--- src/rtl/seg_disp_ctrl.sv ---
// Update controller and two-requester arbiter for the seven-segment display driver.
// Define SEG_DISP_RR_ARB_EN for round-robin arbitration; default is fixed priority (dbg over cpu).
module seg_disp_ctrl #(
    parameter int unsigned BLANK_CYC = 8,
    parameter int unsigned MIN_GAP   = 16,
    parameter logic [31:0] INIT_VAL  = 32'h0000_0000
) (
    input  logic        clk,
    input  logic        rst_n,
    input  logic        cpu_req,
    input  logic [31:0] cpu_data,
    input  logic [3:0]  cpu_be,
    output logic        cpu_gnt,
    input  logic        dbg_req,
    input  logic [31:0] dbg_data,
    input  logic [3:0]  dbg_be,
    output logic        dbg_gnt,
    output logic        busy,
    output logic [7:0]  z1,
    output logic [7:0]  r1,
    output logic [7:0]  z2,
    output logic [7:0]  r2,
    output logic        upd_done
);

    typedef enum logic [1:0] {StIdle, StBlank, StCommit} state_e;

    state_e      state_q, state_d;
    logic [7:0]  gap_cnt_q, gap_cnt_d;
    logic [7:0]  blk_cnt_q, blk_cnt_d;
    logic [31:0] pend_data_q, pend_data_d;
    logic [3:0]  pend_be_q, pend_be_d;
    logic [31:0] disp_q, disp_d;
    logic        cpu_gnt_q, cpu_gnt_d;
    logic        dbg_gnt_q, dbg_gnt_d;
    logic        busy_q, busy_d;
    logic        upd_done_q, upd_done_d;
    logic        pick_dbg;
    logic        accept;

`ifdef SEG_DISP_RR_ARB_EN
    logic last_dbg_q, last_dbg_d;

    // On a tie the requester not granted last wins.
    assign pick_dbg = dbg_req & (~cpu_req | ~last_dbg_q);

    always_comb begin
        last_dbg_d = last_dbg_q;
        if (accept) begin
            last_dbg_d = pick_dbg;
        end
    end

    always_ff @(posedge clk or negedge rst_n) begin
        if (!rst_n) begin
            last_dbg_q <= 1'b1;
        end else begin
            last_dbg_q <= last_dbg_d;
        end
    end
`else
    assign pick_dbg = dbg_req;
`endif

    assign accept = (state_q == StIdle) && (gap_cnt_q == 8'd0) && (cpu_req || dbg_req);

    always_ff @(posedge clk or negedge rst_n) begin
        if (!rst_n) begin
            state_q <= StIdle;
        end else begin
            state_q <= state_d;
        end
    end

    always_comb begin
        state_d = state_q;
        unique case (state_q)
            StIdle:   if (accept) state_d = StBlank;
            StBlank:  if (blk_cnt_q == 8'd0) state_d = StCommit;
            StCommit: state_d = StIdle;
            default:  state_d = StIdle;
        endcase
    end

    always_comb begin
        gap_cnt_d   = gap_cnt_q;
        blk_cnt_d   = blk_cnt_q;
        pend_data_d = pend_data_q;
        pend_be_d   = pend_be_q;
        disp_d      = disp_q;
        busy_d      = busy_q;
        cpu_gnt_d   = 1'b0;
        dbg_gnt_d   = 1'b0;
        upd_done_d  = 1'b0;
        unique case (state_q)
            StIdle: begin
                if (gap_cnt_q != 8'd0) begin
                    gap_cnt_d = gap_cnt_q - 8'd1;
                end else if (accept) begin
                    pend_data_d = pick_dbg ? dbg_data : cpu_data;
                    pend_be_d   = pick_dbg ? dbg_be : cpu_be;
                    dbg_gnt_d   = pick_dbg;
                    cpu_gnt_d   = ~pick_dbg;
                    busy_d      = 1'b1;
                    blk_cnt_d   = 8'(BLANK_CYC - 1);
                end
            end
            StBlank: begin
                if (blk_cnt_q == 8'd0) begin
                    busy_d     = 1'b0;
                    upd_done_d = 1'b1;
                    for (int i = 0; i < 4; i++) begin
                        if (pend_be_q[i]) begin
                            disp_d[i*8 +: 8] = pend_data_q[i*8 +: 8];
                        end
                    end
                end else begin
                    blk_cnt_d = blk_cnt_q - 8'd1;
                end
            end
            StCommit: begin
                gap_cnt_d = 8'(MIN_GAP);
            end
            default: ;
        endcase
    end

    always_ff @(posedge clk or negedge rst_n) begin
        if (!rst_n) begin
            gap_cnt_q   <= 8'd0;
            blk_cnt_q   <= 8'd0;
            pend_data_q <= 32'd0;
            pend_be_q   <= 4'd0;
            disp_q      <= INIT_VAL;
            busy_q      <= 1'b0;
            cpu_gnt_q   <= 1'b0;
            dbg_gnt_q   <= 1'b0;
            upd_done_q  <= 1'b0;
        end else begin
            gap_cnt_q   <= gap_cnt_d;
            blk_cnt_q   <= blk_cnt_d;
            pend_data_q <= pend_data_d;
            pend_be_q   <= pend_be_d;
            disp_q      <= disp_d;
            busy_q      <= busy_d;
            cpu_gnt_q   <= cpu_gnt_d;
            dbg_gnt_q   <= dbg_gnt_d;
            upd_done_q  <= upd_done_d;
        end
    end

    assign z1       = disp_q[31:24];
    assign r1       = disp_q[23:16];
    assign z2       = disp_q[15:8];
    assign r2       = disp_q[7:0];
    assign busy     = busy_q;
    assign cpu_gnt  = cpu_gnt_q;
    assign dbg_gnt  = dbg_gnt_q;
    assign upd_done = upd_done_q;

endmodule

--- config.mk ---
export PLATFORM = sky130hd
export DESIGN_NAME = seg_disp_ctrl
export DESIGN_NICKNAME = d
export VERILOG_FILES = /design/src/rtl/seg_disp_ctrl.sv
export SDC_FILE = /design/constraint.sdc
export NUM_CORES = 1
export LEC_CHECK = 0
export CAP_MARGIN = 25
export CELL_PAD_IN_SITES_DETAIL_PLACEMENT = 1
export CELL_PAD_IN_SITES_GLOBAL_PLACEMENT = 1
export CORE_ASPECT_RATIO = 1.5
export CORE_MARGIN = 10
export CORE_UTILIZATION = 37
export DETAILED_ROUTE_END_ITERATION = 12
export PLACE_DENSITY = 0.9
export SLEW_MARGIN = 20
export SYNTH_ARGS = -nofsm -noshare
export SYNTH_HDL_FRONTEND = slang
export SYNTH_SLANG_ARGS = --single-unit
--- constraint.sdc ---
create_clock -name clk -period 2.6 [get_ports clk]
set_input_delay 0.78 -clock clk [delete_from_list [all_inputs] [get_ports clk]]
set_output_delay 0.78 -clock clk [all_outputs]
set_load 0.02 [all_outputs]
======== Word level (Yosys, flattened, before mapping) ========
Cells that the tools add are included.
storage, ports and cells
  register bits ........................... 90
  input port bits ......................... 76
  output and inout bits ................... 36
  word-level logic and storage cells ...... 65
cells by class
  add/sub/neg operators ................... 2
  equal/unequal tests ..................... 7
  muxes and demuxes ....................... 23
  bitwise operators ....................... 2
  reductions and logical operators ........ 18
operators by type and width
  kind                                                   number
  two-way mux 32 bit                                     1
  two-way mux 8 bit                                      4
  one-hot mux 8 bit (2 select lines)                     2
  logical NOT 8 bit                                      2
  subtractor 8 x 1 -> 8 bit, second input constant       2
  AND reduction 3 bit                                    5
  two-way mux 1 bit                                      11
  inequality test 2 bit, second input constant           4
  AND reduction 4 bit                                    2
  nonzero test 8 bit                                     1
  two-way mux 2 bit                                      2
  two-way mux 4 bit                                      1
  one-hot mux 2 bit (2 select lines)                     1
  AND reduction 2 bit                                    2
  nonzero test 2 bit                                     2
  == test 2 x 1 -> 1 bit, second input constant          1
  == test 2 bit, second input constant                   1
  logical AND 1 bit                                      2
  logical NOT 2 bit                                      1
  inequality test 2 x 1 -> 1 bit, second input constant  1
  NOT 1 bit                                              2
  one-hot mux 1 bit (2 select lines)                     1
  logical OR 1 bit                                       1

======== Longest topological paths before layout ========
Gate-level depths: netlist of the first run.
  depth in word-level cells ............... 6
  gate-level depth with buffers ........... 8
  gate-level depth less buffers ........... 6

======== Least setup slack after synthesis of the first run ========
Ideal clock, no wire load.
  kind .................................... register -> register
  start ................................... reg gap_cnt_q[0]
  end ..................................... reg pend_be_q[3]
  library setup time ...................... 0.126 ns
  arrival time ............................ 2.047 ns
  required time ........................... 2.474 ns
  slack ................................... 0.427 ns
  stages on the path, launching flop included .. 9
  buffers on the path ..................... 3
  clock period less this slack ............ 2.173 ns
  cell sequence ........................... dfrtp_1 -> inv_1 -> ha_1 -> or3b_2 -> clkbuf_1 -> nor4_4 -> buf_2 -> buf_2 -> a21oi_1
between the ends
  word-level cells in the longest chain between the ends .. 4
  elaborated cells between the ends (all ways) .. 6
  those cells by class .................... bitwise: 1; reduce/logical: 5
RTL lines
  item                               RTL line  text
  from (decl)                        29        logic [7:0] gap_cnt_q, gap_cnt_d;
  from (signal assigned)             140       gap_cnt_q <= gap_cnt_d;
  logical NOT 8 bit                  65        assign accept = (state_q == StIdle) && (gap_cnt_q == 8'd0) && (cpu_req || dbg_req);
  logical AND 1 bit (2 in a row)     65
  AND reduction 3 bit (no line) (*)  --
  to (signal assigned)               143       pend_be_q <= pend_be_d;
  to (decl)                          32        logic [3:0] pend_be_q, pend_be_d;
Every way passes the cells marked *; elsewhere a longest branch is shown, timed or not.
A chain may end at the register's enable or synchronous reset.

======== Final worst setup path of the first run ========
  start ................................... reg gap_cnt_q[0]
  end ..................................... reg blk_cnt_q[3]
between the ends
  word-level cells in the longest chain between the ends .. 5
  elaborated cells between the ends (all ways) .. 7
  those cells by class .................... eq/ne: 2; reduce/logical: 5
RTL lines
  item                               RTL line  text
  logical NOT 8 bit                  65
  logical AND 1 bit (2 in a row)     65
  inequality test 2 bit (no line)    --
  AND reduction 4 bit (no line) (*)  --
  to (signal assigned)               141       blk_cnt_q <= blk_cnt_d;
  to (decl)                          30        logic [7:0] blk_cnt_q, blk_cnt_d;
Marked as above.

==> results.sh, run 1 <==
export IMPL_status="finished, final reports clean"
export IMPL_grt_max_degree=49
export IMPL_final_antenna_net_count=0
export IMPL_most_common_layout_cells="clkdlybuf4s50_1, dfrtp_1, nor2_1, a21oi_1, mux2i_1"
export IMPL_setup_tns_ns=0
export IMPL_async_reset_ff_frac=1.000
export IMPL_die_x_um=105.8
export IMPL_fin_skew_ns=0.01099
export IMPL_grt_antenna_before_repair=0
export IMPL_synth_flop_cell="dfrtp_1"
export IMPL_postCtsSetupBuffers=0
export IMPL_tightest_slew_ns=0.6002
export IMPL_yosys_area_share_adder=0.01226
export IMPL_num_rows=46
export IMPL_fillers=1157
export IMPL_synth_seq_cells=90
export IMPL_cts_root_buf="clkbuf_16"
export IMPL_finalHoldViolations=0
export IMPL_drtIter0Drc=97
export IMPL_leakage_nw=2.499
export IMPL_total_power_mw=5.429
export IMPL_io_pins=112
export IMPL_crit_type="flip-flop to flip-flop"
export IMPL_grtUsageTotal=0.1588
export IMPL_cts_sinks=90
export IMPL_seq_area_frac_synth=0.5516
export IMPL_powerDensity_nw_per_um2=963.5
export IMPL_hp_class="input port to asynchronous set/reset pin"
export IMPL_insertedDiodeCount=0
export IMPL_syn_inst=351
export IMPL_required_ns=2.82
export IMPL_final_common_cell="clkdlybuf4s50_1"
export IMPL_dieArea_um2=15720
export IMPL_synth_compound_area_frac=0.08734
export IMPL_fin_nets=541
export IMPL_cts_htree_levels=3
export IMPL_overflow=0
export IMPL_hpwlAfterDp_um=9315
export IMPL_grt_pass1_wl_um=19740
export IMPL_slew_limit_headroom=0.5968
export IMPL_grt_setup_unrepaired="no"
export IMPL_viasPerCell=5.116
export IMPL_vias=3121
export IMPL_area_growth_pct=38.03
export IMPL_avgRoutedWirePerCell_um=20.18
export IMPL_ctsResizeCount=0
export IMPL_yosys_cell_types_count=43
export IMPL_drt_total_wl_um=12310
export IMPL_drive_gt1_frac=0.1395
export IMPL_cts_buffer_depth=2
export IMPL_start_util=0.3814
export IMPL_finalSetupViolCount=0
export IMPL_fmax_mhz=424.6
export IMPL_post_route_drc_count=0
export IMPL_place_gp_congestion=0.9109
export IMPL_syn_area_per_cell_um2=11.63
export IMPL_synth_mux_area_frac=0.1915
export IMPL_core_area_um2=10710
export IMPL_ctsHoldBuffers=0
export IMPL_crit_fanout=7
export IMPL_path_clk_slew_ns=0.06
export IMPL_cts_tree="built"
export IMPL_yosys_warnings=0
export IMPL_clk_latency_ns=0.34
export IMPL_synth_simple_area_share=0.1293
export IMPL_grt_pass1_vias=3641
export IMPL_max_cap_violations=0
export IMPL_cts_made_buffers=9
export IMPL_synth_xor_area_frac=0.002145
export IMPL_ir_worst_vdd_v=0.0004578
export IMPL_synth_top_family_by_area="multiplexers"
export IMPL_dr_pass1_iters=4
export IMPL_crit_path_end_kind="flip-flop"
export IMPL_synth_nets=431
export IMPL_synth_edf_count=0
export IMPL_fin_crit_sh=0.9058
export IMPL_slew_viol_final=0
export IMPL_io_buffers=111
export IMPL_arrival_ns=2.58
export IMPL_worstSetupStartpointType="flip-flop"
export IMPL_fin_crit_ns=2.355
export IMPL_netlist_area_um2=4083
export IMPL_fp_dieH_um=148.7
## where the power goes
group | internal, mW | total (mW) | switching [mW]
Sequential | 1.95 | 2.44 | 0.481
Combinational | 0.905 | 1.82 | 0.914
Clock | 0.648 | 1.17 | 0.526
## state kept, by name, indices dropped and copies added (netlist names)
register     count
busy             1
dbg_gnt          1
disp_q          32
pend_data_q     32
pend_be_q        4
state_q          2
upd_done         1
cpu_gnt          1
gap_cnt_q        8
blk_cnt_q        8
## logic make-up (layout without fill, tap and decap cells)
logic type / Yosys count / count (layout)
xor+xnor: 1 / 1
simple gates: 99 / 99
fa+ha+maj: 4 / 4
compound gates: 62 / 62
buf+inv: 25 / 140
mux: 70 / 70
flops: 90 / 90
## synth_stat cells, types with 2 or more instances
| cell type | number | area [um2] |
|---|---|---|
| dfrtp_1 | 90 | 2252 |
| nor2_1 | 50 | 187.7 |
| a21oi_1 | 39 | 195.2 |
| mux2i_1 | 38 | 380.4 |
| mux2_2 | 21 | 236.5 |
| nand2_1 | 12 | 45.04 |
| clkbuf_1 | 11 | 41.29 |
| mux2_4 | 11 | 165.2 |
| inv_1 | 7 | 26.28 |
| nor3_1 | 7 | 35.03 |
| o21ai_0 | 7 | 35.03 |
| buf_2 | 6 | 30.03 |
| ha_1 | 4 | 50.05 |
| nand2_4 | 4 | 45.04 |
| nor4_1 | 4 | 25.02 |
| o31ai_1 | 4 | 30.03 |
| nand2b_1 | 3 | 18.77 |
| a22o_1 | 2 | 17.52 |
| nor2b_1 | 2 | 12.51 |
| nor3b_1 | 2 | 15.01 |
| nor4_4 | 2 | 42.54 |
| o21a_1 | 2 | 15.01 |
| or3_1 | 2 | 12.51 |
| or4_4 | 2 | 22.52 |
## critical path: stages, from the launching register on
cell and delay [ns]:
dfrtp_1 0.42, inv_1 0.10, ha_1 0.15, or3b_2 0.56
nor4_4 0.45, nor2_1 0.20, a211o_2 0.36
## layer usage
metal / part of all wire / wire, um / global-route usage / vias to the layer above
li1: - / - / - / 1451
met1: 0.37 / 4500 / 0.1575 / 1580
met2: 0.58 / 7151 / 0.3111 / 73
met3: 0.037 / 453 / 0.03893 / 17
met4: 0.017 / 206 / 0.04891 / 0
met5: 0 / 0 / 0 / -
## path summary, 6_finish.rpt
kind | from | endpoint | slack, ns | cells past startpoint
min in group clk | disp_q[27]$_DFFE_PN0P_ | disp_q[27]$_DFFE_PN0P_ | 0.50 | 1
min | rst_n | pend_data_q[25]$_DFFE_PN0P_ | 0.43 | 1
max in group asynchronous | rst_n | disp_q[7]$_DFFE_PN0P_ | 1.51 | 2
max reg2reg | gap_cnt_q[0]$_DFFE_PN0P_ | blk_cnt_q[3]$_DFFE_PN0P_ | 0.24 | 6
min reg2reg | disp_q[27]$_DFFE_PN0P_ | disp_q[27]$_DFFE_PN0P_ | 0.50 | 1
max | gap_cnt_q[0]$_DFFE_PN0P_ | blk_cnt_q[3]$_DFFE_PN0P_ | 0.24 | 6
## final cells by class
class,instances,area (um2),area share
clock buffer,12,236.5,0.04196
clock inverter,4,28.78,0.005107
inverter,7,26.28,0.004663
multi-input combinational,236,1725,0.3062
sequential,90,2252,0.3996
tap,144,180.2,0.03197
timing repair buffer,117,1186,0.2105
## stage by stage
stage / setup WS, ns / cell area, um2 / util / hold WS [ns] / cells
after global routing: 0.1629 / 5635 / 0.5264 / 0.4609 / 610
after floorplan: 0.4269 / 4083 / - / 0.4612 / 351
after global placement: 0.3379 / 5370 / 0.5016 / 0.4844 / 594
after detailed placement: 0.2535 / 5370 / 0.5016 / 0.4941 / 594
after CTS: 0.2372 / 5635 / 0.5264 / 0.4458 / 610
final: 0.2449 / 5635 / 0.5264 / 0.4310 / 610
(Power assumes the default switching activity.)
==> run 2: changes to the inputs <==
--- a/config.mk
+++ b/config.mk
@@ -9,10 +9,9 @@
 export CELL_PAD_IN_SITES_DETAIL_PLACEMENT = 1
 export CELL_PAD_IN_SITES_GLOBAL_PLACEMENT = 1
 export CORE_ASPECT_RATIO = 1.5
-export CORE_MARGIN = 10
-export CORE_UTILIZATION = 37
+export CORE_UTILIZATION = 25
 export DETAILED_ROUTE_END_ITERATION = 12
-export PLACE_DENSITY = 0.9
+export PLACE_DENSITY = 0.68
 export SLEW_MARGIN = 20
 export SYNTH_ARGS = -nofsm -noshare
 export SYNTH_HDL_FRONTEND = slang
==> run 2 against run 1 <==
  * Maximum frequency rose by 2.6%
  * Combinational power fell by 5%
  * Via count fell by 2.3%
  * Design area rose by 2.0%
  * Critical endpoint is now blk_cnt_q[7]$_DFFE_PN0P_
  * Largest cell class unchanged
==> results.sh, run 2 (synthesis gave the netlist of run 1 again) <==
export IMPL_status="finished, final reports clean"
export IMPL_switching_share=0.3284
export IMPL_io_buffers=111
export IMPL_crit_fanout=78
export IMPL_arrival_ns=2.51
export IMPL_worstReg2RegEnd="blk_cnt_q[7]$_DFFE_PN0P_"
export IMPL_area_growth_pct=40.76
export IMPL_required_ns=2.82
export IMPL_use_met1=0.1398
export IMPL_avgRoutedWirePerCell_um=15.17
export IMPL_post_route_drc_count=0
export IMPL_grt_pass1_vias=3300
export IMPL_grt_max_degree=79
export IMPL_fin_crit_sh=0.8830
export IMPL_top_usage_layer="met2"
export IMPL_clkPwrFrac=0.250
export IMPL_met2_usage=0.2267
export IMPL_slew_viol_final=0
export IMPL_max_cap_violations=0
export IMPL_fin_crit_ns=2.296
export IMPL_path_clk_slew_ns=0.06
export IMPL_multi_input_area_um2=1725
export IMPL_start_util=0.2578
export IMPL_cts_buffer_depth=2
export IMPL_dieArea_um2=16860
export IMPL_viasPerCell=4.563
export IMPL_core_area_um2=15840
export IMPL_largestRegisters="disp_q: 32 flops, pend_data_q: 32 flops"
export IMPL_cts_htree_levels=3
export IMPL_finalSetupViolCount=0
export IMPL_reg2reg_slack_ns=0.30
export IMPL_dpl_cell_count=653
export IMPL_post_layout_nonfiller_instances=668
export IMPL_final_core_util=0.3629
export IMPL_place_gp_congestion=0.7844
export IMPL_crit_start="gap_cnt_q[0]$_DFFE_PN0P_"
export IMPL_fmax_mhz=435.6
export IMPL_leakage_nw=2.525
export IMPL_crit_type="flip-flop to flip-flop"
export IMPL_num_rows=56
export IMPL_dr_pass1_iters=4
export IMPL_ctsResizeCount=0
export IMPL_p_int_mw=3.700
export IMPL_crit_path_end_kind="flip-flop"
export IMPL_rr_worst_depth=7
export IMPL_tightest_slew_ns=0.4733
export IMPL_most_common_layout_cells="clkdlybuf4s50_1, dfrtp_1, nor2_1, a21oi_1, mux2i_1"
export IMPL_insertedDiodeCount=0
export IMPL_seqPwrFrac=0.435
export IMPL_cts_made_buffers=9
export IMPL_cts_root_buf="clkbuf_16"
export IMPL_fillers=1740
export IMPL_final_common_cell="clkdlybuf4s50_1"
export IMPL_slew_limit_headroom=0.6844
export IMPL_drtIter0Drc=55
export IMPL_hp_class="input port to asynchronous set/reset pin"
export IMPL_vias=3048
export IMPL_cts_tree="built"
export IMPL_powerDensity_nw_per_um2=958.5
export IMPL_fin_skew_ns=0.004780
export IMPL_finalHoldViolations=0
export IMPL_setup_tns_ns=0
export IMPL_die_x_um=106.3
export IMPL_grtUsageTotal=0.1224
export IMPL_grt_antenna_before_repair=0
export IMPL_grt_setup_unrepaired="no"
export IMPL_grt_use_met3=0.02620
export IMPL_clk_latency_ns=0.33
export IMPL_postCtsSetupBuffers=0
export IMPL_grt_pass1_wl_um=16220
export IMPL_final_antenna_net_count=0
export IMPL_worstSetupStartpointType="flip-flop"
export IMPL_drt_total_wl_um=10130
export IMPL_io_pins=112
export IMPL_holdWs_ns=0.3707
export IMPL_power_switching_mw=1.809
export IMPL_ctsHoldBuffers=0
export IMPL_comb_power_share=0.315
export IMPL_seq_area_um2=2252
export IMPL_hpwlAfterDp_um=7495
export IMPL_ir_worst_vdd_v=0.0003454
export IMPL_overflow=0
export IMPL_drive_gt1_frac=0.1441
export IMPL_rr_startpoint="gap_cnt_q[0]$_DFFE_PN0P_"
export IMPL_cts_sinks=90
export IMPL_fin_nets=541
export IMPL_fp_dieH_um=158.5
[run 2: cell types whose count changed in the layout (fill, tap and decap cells not counted), sizes merged]
cell / previous run / this run
clkbuf: 12 / 9
clkinv: 2 / 1
bufinv: 0 / 2
inv: 7 / 9
clkinvlp: 2 / 1
[run 2: how the worst max path moves through the flow]
stage               depth (start not counted)                  endpoint  slack [ns]
floorplan                                   8  pend_be_q[3]$_DFFE_PN0P_        0.43
global placement                            6  blk_cnt_q[7]$_DFFE_PN0P_        0.35
detailed placement                          7  blk_cnt_q[7]$_DFFE_PN0P_        0.31
CTS                                         7  blk_cnt_q[7]$_DFFE_PN0P_        0.30
global route                                7  blk_cnt_q[7]$_DFFE_PN0P_        0.16
finish                                      7  blk_cnt_q[7]$_DFFE_PN0P_        0.30
[run 2: cell type report]
type                       count  share of cell area
sequential                    90              0.3919
clock inverter                 6             0.01568
multi-input combinational    236              0.3002
clock buffer                   9             0.03919
tap                          203             0.04420
timing repair buffer         117              0.2042
inverter                       7            0.004572
[run 2: power by group through the flow]
stage	Combinational [mW]	Clock, mW	Sequential [mW]
3_3_place_gp	1.68	0	2.38
2_1_floorplan	0.952	0	2.46
3_5_place_dp	1.76	0	2.43
4_1_cts	1.77	1.42	2.40
5_1_grt	1.90	1.48	2.48
6_report	1.73	1.38	2.40
[run 2: stage by stage]
step	total power, mW	setup WS (ns)	instance area, um2
2_1_floorplan	3.411	0.4269	4083
3_3_place_gp	4.061	0.3519	5431
3_5_place_dp	4.187	0.3064	5431
4_1_cts	5.595	0.2977	5747
5_1_grt	5.866	0.1576	5747
6_report	5.508	0.3041	5747
[run 2: layer usage]
layer | vias up | part of all wire
met5 | - | 0
met1 | 1520 | 0.40
met2 | 68 | 0.54
li1 | 1453 | -
met4 | 0 | 0.0090
met3 | 7 | 0.047
[run 2: critical path: stages, from the launching register on]
cell and delay [ns]:
dfrtp_1 0.42, inv_1 0.10, ha_1 0.14, or3b_2 0.54, nor4_4 0.36, buf_12 0.33, nor2_1 0.09, a22o_1 0.19
